**config.mk**
```make
export PLATFORM = sky130hd
export DESIGN_NAME = hazard_unit
export DESIGN_NICKNAME = d
export VERILOG_FILES = /design/src/rtl/hazard_pkg.sv /design/src/rtl/hazard_tag_reg.sv /design/src/rtl/hazard_unit.sv
export SDC_FILE = /design/constraint.sdc
export NUM_CORES = 1
export LEC_CHECK = 0
export CORE_UTILIZATION = 55
export CTS_CLUSTER_SIZE = 12
export DETAILED_ROUTE_END_ITERATION = 8
export DONT_BUFFER_PORTS = 1
export PLACE_DENSITY = 0.7
export RECOVER_POWER = 25
export SKIP_LAST_GASP = 1
export SYNTH_ARGS = -nofsm -noshare
export SYNTH_HDL_FRONTEND = slang
export SYNTH_HIERARCHICAL = 1
export SYNTH_SLANG_ARGS = --single-unit
```
**constraint.sdc**
```tcl
create_clock -name clk -period 2.4 [get_ports clk]
set_clock_uncertainty 0.2 [all_clocks]
set_input_delay 0.24 -clock clk [delete_from_list [all_inputs] [get_ports clk]]
set_output_delay 0.24 -clock clk [all_outputs]
set_load 0.05 [all_outputs]
```
**src/rtl/hazard_pkg.sv**
```systemverilog
// Shared types for the pipeline hazard controller: forward-select encoding,
// shadow stage tag layout and the bubble constant.
package hazard_pkg;

    localparam int REG_W = 5;

    typedef enum logic [1:0] {
        FWD_RF  = 2'b00,
        FWD_WB  = 2'b01,
        FWD_MEM = 2'b10
    } fwd_sel_t;

    typedef struct packed {
        logic [REG_W-1:0] rd;
        logic             regwrite;
        logic             load;
    } stage_tag_t;

    localparam stage_tag_t BUBBLE_TAG = '{rd: '0, regwrite: 1'b0, load: 1'b0};

endpackage

```
**src/rtl/hazard_tag_reg.sv**
```systemverilog
// One shadow pipeline stage tag (rd, regwrite, load). Reset and clear both
// load a bubble; otherwise the tag advances from the previous stage.
import hazard_pkg::*;

module hazard_tag_reg (
    input  logic       clk,
    input  logic       rst,
    input  logic       clear,
    input  stage_tag_t d,
    output stage_tag_t q
);

    // Advance the tag each cycle, inserting a bubble on reset or clear.
    always_ff @(posedge clk) begin
        if (rst || clear) begin
            q <= BUBBLE_TAG;
        end else begin
            q <= d;
        end
    end

endmodule

```
**src/rtl/hazard_unit.sv**
```systemverilog
// Hazard controller for the 5-stage RV32I core. Tracks destination tags of
// the E/M/W instructions, raises load-use stalls and branch flushes, and
// registers the EX operand forward selects one cycle ahead from decode.
import hazard_pkg::*;

module hazard_unit #(
    parameter int REG_ADDR_WIDTH = 5
) (
    input  logic                      clk,
    input  logic                      rst,
    input  logic [REG_ADDR_WIDTH-1:0] rs1_d,
    input  logic [REG_ADDR_WIDTH-1:0] rs2_d,
    input  logic [REG_ADDR_WIDTH-1:0] rd_d,
    input  logic                      regwrite_d,
    input  logic                      load_d,
    input  logic                      pcsrc_e,
    output logic [1:0]                forward_a_e,
    output logic [1:0]                forward_b_e,
    output logic                      stall_f,
    output logic                      stall_d,
    output logic                      flush_d,
    output logic                      flush_e
);

    stage_tag_t tag_d;
    stage_tag_t tag_e;
    stage_tag_t tag_m;
    stage_tag_t tag_w;
    logic       lwstall;
    fwd_sel_t   fwd_a_next;
    fwd_sel_t   fwd_b_next;
    fwd_sel_t   fwd_a_q;
    fwd_sel_t   fwd_b_q;

    // Youngest producer wins: current E will be in MEM, current M in WB,
    // by the time the decoding instruction reaches E. x0 never forwards.
    function automatic fwd_sel_t fwd_select(
        input logic [REG_W-1:0] src,
        input stage_tag_t       e,
        input stage_tag_t       m
    );
        if (e.regwrite && (e.rd != '0) && (e.rd == src)) begin
            return FWD_MEM;
        end else if (m.regwrite && (m.rd != '0) && (m.rd == src)) begin
            return FWD_WB;
        end else begin
            return FWD_RF;
        end
    endfunction

    assign tag_d = '{rd: rd_d, regwrite: regwrite_d, load: load_d};

    hazard_tag_reg u_tag_e (.clk(clk), .rst(rst), .clear(flush_e), .d(tag_d), .q(tag_e));
    hazard_tag_reg u_tag_m (.clk(clk), .rst(rst), .clear(1'b0),    .d(tag_e), .q(tag_m));
    hazard_tag_reg u_tag_w (.clk(clk), .rst(rst), .clear(1'b0),    .d(tag_m), .q(tag_w));

    // The W tag is kept as visible shadow state; M's load flag is not needed
    // once the load has left E. Both are folded into a sink.
    logic unused_tags;
    assign unused_tags = ^{tag_m.load, tag_w};

    // Load-use detection; rs usage is not qualified, so false stalls are accepted.
    always_comb begin
        lwstall = tag_e.load && tag_e.regwrite && (tag_e.rd != '0)
                  && ((tag_e.rd == rs1_d) || (tag_e.rd == rs2_d));
    end

    // Stall/flush controls; a taken branch kills D, so it overrides the stall.
    always_comb begin
        stall_f = lwstall && !pcsrc_e;
        stall_d = lwstall && !pcsrc_e;
        flush_d = pcsrc_e;
        flush_e = pcsrc_e || lwstall;
    end

    // Forward-select precompute for the instruction now in decode.
    always_comb begin
        fwd_a_next = fwd_select(rs1_d, tag_e, tag_m);
        fwd_b_next = fwd_select(rs2_d, tag_e, tag_m);
    end

    // Forward-select registers; a bubble entering E needs no forwarding.
    always_ff @(posedge clk) begin
        if (rst || flush_e) begin
            fwd_a_q <= FWD_RF;
            fwd_b_q <= FWD_RF;
        end else begin
            fwd_a_q <= fwd_a_next;
            fwd_b_q <= fwd_b_next;
        end
    end

    assign forward_a_e = fwd_a_q;
    assign forward_b_e = fwd_b_q;

endmodule

```
==> qor.txt <==
HOLD PATH
----------------------------------------------------------------------------------------
Hold Path Stages                                                                       4
Worst min path class                                                        primary input to flop
Critical hold path startpoint                                                   rs2_d[1]

RUN
----------------------------------------------------------------------------------------
Number of max-capacitance violations reported                                          0

FLOORPLAN
----------------------------------------------------------------------------------------
Die boundary height                                                         40.0 microns
Die area                                                                    0.00160 sq mm
Width of the die                                                            40.0 microns
I/O pin count                                                                         28
Core Region                                                                 0.00132 sq mm
Starting Density                                                                   60.4%
Floorplan row count                                                                   13

TIMING
----------------------------------------------------------------------------------------
Unrepaired setup endpoints after global routing                                    false
Setup total negative slack                                                          0 ps
Achievable Freq                                                                  441 MHz
Transition time of the tightest slew-check pin                                    527 ps
Period utilisation layout                                                          94.6%
Worst hold margin                                                                61.0 ps
Final critical-path required period                                              2270 ps
Total count of hold-check failures in the final report                                 0
Slew headroom                                                                      64.7%
Number of endpoints failing setup at the final stage                                   0
Number of slew-limit violations in the final report                                    0

DETAILED ROUTING
----------------------------------------------------------------------------------------
Antenna Violating Nets Remaining                                                       0
Drt drc                                                                                0
Routed vias                                                                          589
Routed wirelength normalized by instance count                              13.0 microns
Average vias per placed instance                                                    5.31
Number of search-and-repair iterations in the first detailed-routing pass              4
Iteration-0 DRC count of the detailed router                                          12
Total Wirelength                                                            1440 microns

PLACE
----------------------------------------------------------------------------------------
Final estimated routing congestion in global placement                             0.751
Detailed placer's ending HPWL                                               1140 microns
Number of port buffers                                                                 0

SETUP PATH
----------------------------------------------------------------------------------------
Worst endpoint required time                                                     1960 ps
Crit-path max FO                                                                       8
Critical setup path kind                                                    flop to primary output
Endpoint class of the critical path                                         primary output
Critical Path AT                                                                 1830 ps
Worst reg2reg path depth                                                               6
Startpoint of the worst setup timing path                                   u_tag_e/q[3]$_SDFF_PP0_
Worst flop-to-flop path startpoint                                          u_tag_e/q[3]$_SDFF_PP0_
Element type at the critical path start                                             flop

GLOBAL ROUTE
----------------------------------------------------------------------------------------
Via count of the first global-routing pass                                           584
Overflow after GRT                                                                     0
Global-route wire length before repair                                      2240 microns
Largest net degree at the start of global routing                                     15
Initial antenna violation count                                                        0
Global-route usage over all layers                                                 22.4%

CTS
----------------------------------------------------------------------------------------
Clock tree buffer depth                                                                2
Clock transition at path regs                                                      90 ps
Clock sink count                                                                      17
# H-tree levels                                                                        1
# resized after CTS                                                                    0
CTS tree                                                                            done
Num CTS Buffers                                                                        3
Skew-Pair Late Insertion Delay                                                    280 ps
CTS root buf                                                                sky130_fd_sc_hd__clkbuf_4

FINAL LAYOUT
----------------------------------------------------------------------------------------
Area added between synthesis and finish                                            20.8%
Diode count                                                                            0
Filler Cell Count                                                                     96
Share of final-layout standard cells stronger than drive strength 1                11.5%
Net count reported at finish                                                         117

LOGIC SYNTHESIS
----------------------------------------------------------------------------------------
Yosys warns                                                                            6
Post-Syn Area per Cell                                                        10.2 sq um
Total standard cell area after synthesis                                       796 sq um
Cell count after synthesis                                                            78

POWER AND IR DROP
----------------------------------------------------------------------------------------
IR Drop Worst-Case VDD                                                          0.446 mV
Lkg Pwr                                                                         0.371 nW
PwrDens                                                                      530 mW/mm^2

OUTCOME
----------------------------------------------------------------------------------------
Outcome                                                                     finished, final reports clean

## layer usage
layer | wire [microns] | vias to the layer above | GRT usage, %
li1 | - | 300 | -
met1 | 576 | 271 | 20.9
met2 | 789 | 18 | 41.5
met3 | 76 | 0 | 9.44
met4 | 0 | 0 | 10.3
met5 | 0 | - | 0
## worst max-delay path: stages, from the launching register on
cell	delay (ps)
sky130_fd_sc_hd__dfxtp_1	350
sky130_fd_sc_hd__or4_4	550
sky130_fd_sc_hd__o21ai_4	170
sky130_fd_sc_hd__or2_4	170
sky130_fd_sc_hd__o21bai_1	80
sky130_fd_sc_hd__buf_4	220
## stage by stage
step                      utilization (%)  total power [mW]  setup slack [ps]  cells  cell area, sq um
after floorplan                         -             0.347              69.2     83               820
after global placement               64.1             0.352               411     98               845
after detailed placement             64.1             0.352               354     98               845
after CTS                            72.9             0.515               111    111               961
after global routing                 72.9             0.535              33.8    111               961
final                                72.9             0.509               130    111               961
## cells in the final DEF (no fill, tap or decap)
cell type	count
sky130_fd_sc_hd__or4_1	1
sky130_fd_sc_hd__nor3b_1	13
sky130_fd_sc_hd__nor4_1	2
sky130_fd_sc_hd__o21ai_4	1
sky130_fd_sc_hd__conb_1	6
sky130_fd_sc_hd__nand2_1	2
sky130_fd_sc_hd__inv_1	1
sky130_fd_sc_hd__clkbuf_4	3
sky130_fd_sc_hd__nor3_1	2
sky130_fd_sc_hd__or2_4	1
sky130_fd_sc_hd__clkbuf_1	1
sky130_fd_sc_hd__o211ai_1	1
sky130_fd_sc_hd__o21bai_1	1
sky130_fd_sc_hd__nor3_4	1
sky130_fd_sc_hd__xnor2_1	6
sky130_fd_sc_hd__nor2_1	5
sky130_fd_sc_hd__dfxtp_1	17
sky130_fd_sc_hd__or4_4	1
sky130_fd_sc_hd__nand3b_1	1
sky130_fd_sc_hd__buf_4	2
sky130_fd_sc_hd__xor2_1	14
sky130_fd_sc_hd__a22oi_1	1
sky130_fd_sc_hd__nand3_1	2
sky130_fd_sc_hd__dlygate4sd3_1	9
sky130_fd_sc_hd__o221a_2	2
## layout make-up
| type | instances | area (sq um) | area share (%) |
|---|---|---|---|
| Timing Repair Buffer | 11 | 105 | 10.9 |
| Tap cell | 15 | 18.8 | 1.95 |
| Clock buffer | 4 | 26.3 | 2.73 |
| Sequential cell | 17 | 340 | 35.4 |
| Multi-Input combinational cell | 63 | 467 | 48.6 |
| Inverter | 1 | 3.75 | 0.391 |
## registers in the layout (all words and copies together) (netlist names)
register     cells
u_tag_e/q        7
u_tag_m/q        6
forward_a_e      2
forward_b_e      2
## report_power, final
group	switching (mW)	leakage, nW	total, mW	internal, mW
Combinational	0.0293	0.218	0.0641	0.0348
Sequential	0.00740	0.138	0.296	0.288
Clock	0.0844	0.0150	0.149	0.0645
## worst paths after layout
check	end	slack, ps
setup / recovery	flush_e	130
hold / removal	forward_b_e[0]$_SDFF_PP0_	60
setup reg to reg	u_tag_e/q[6]$_SDFF_PP0_	350
hold reg to reg	u_tag_m/q[1]$_SDFF_PP0_	320
## timing repair
action,4_1_cts,5_1_grt
endpoints found under the hold margin,15,0
setup buffers,0,0
hold buffers,9,0
(Power assumes the default switching activity.)
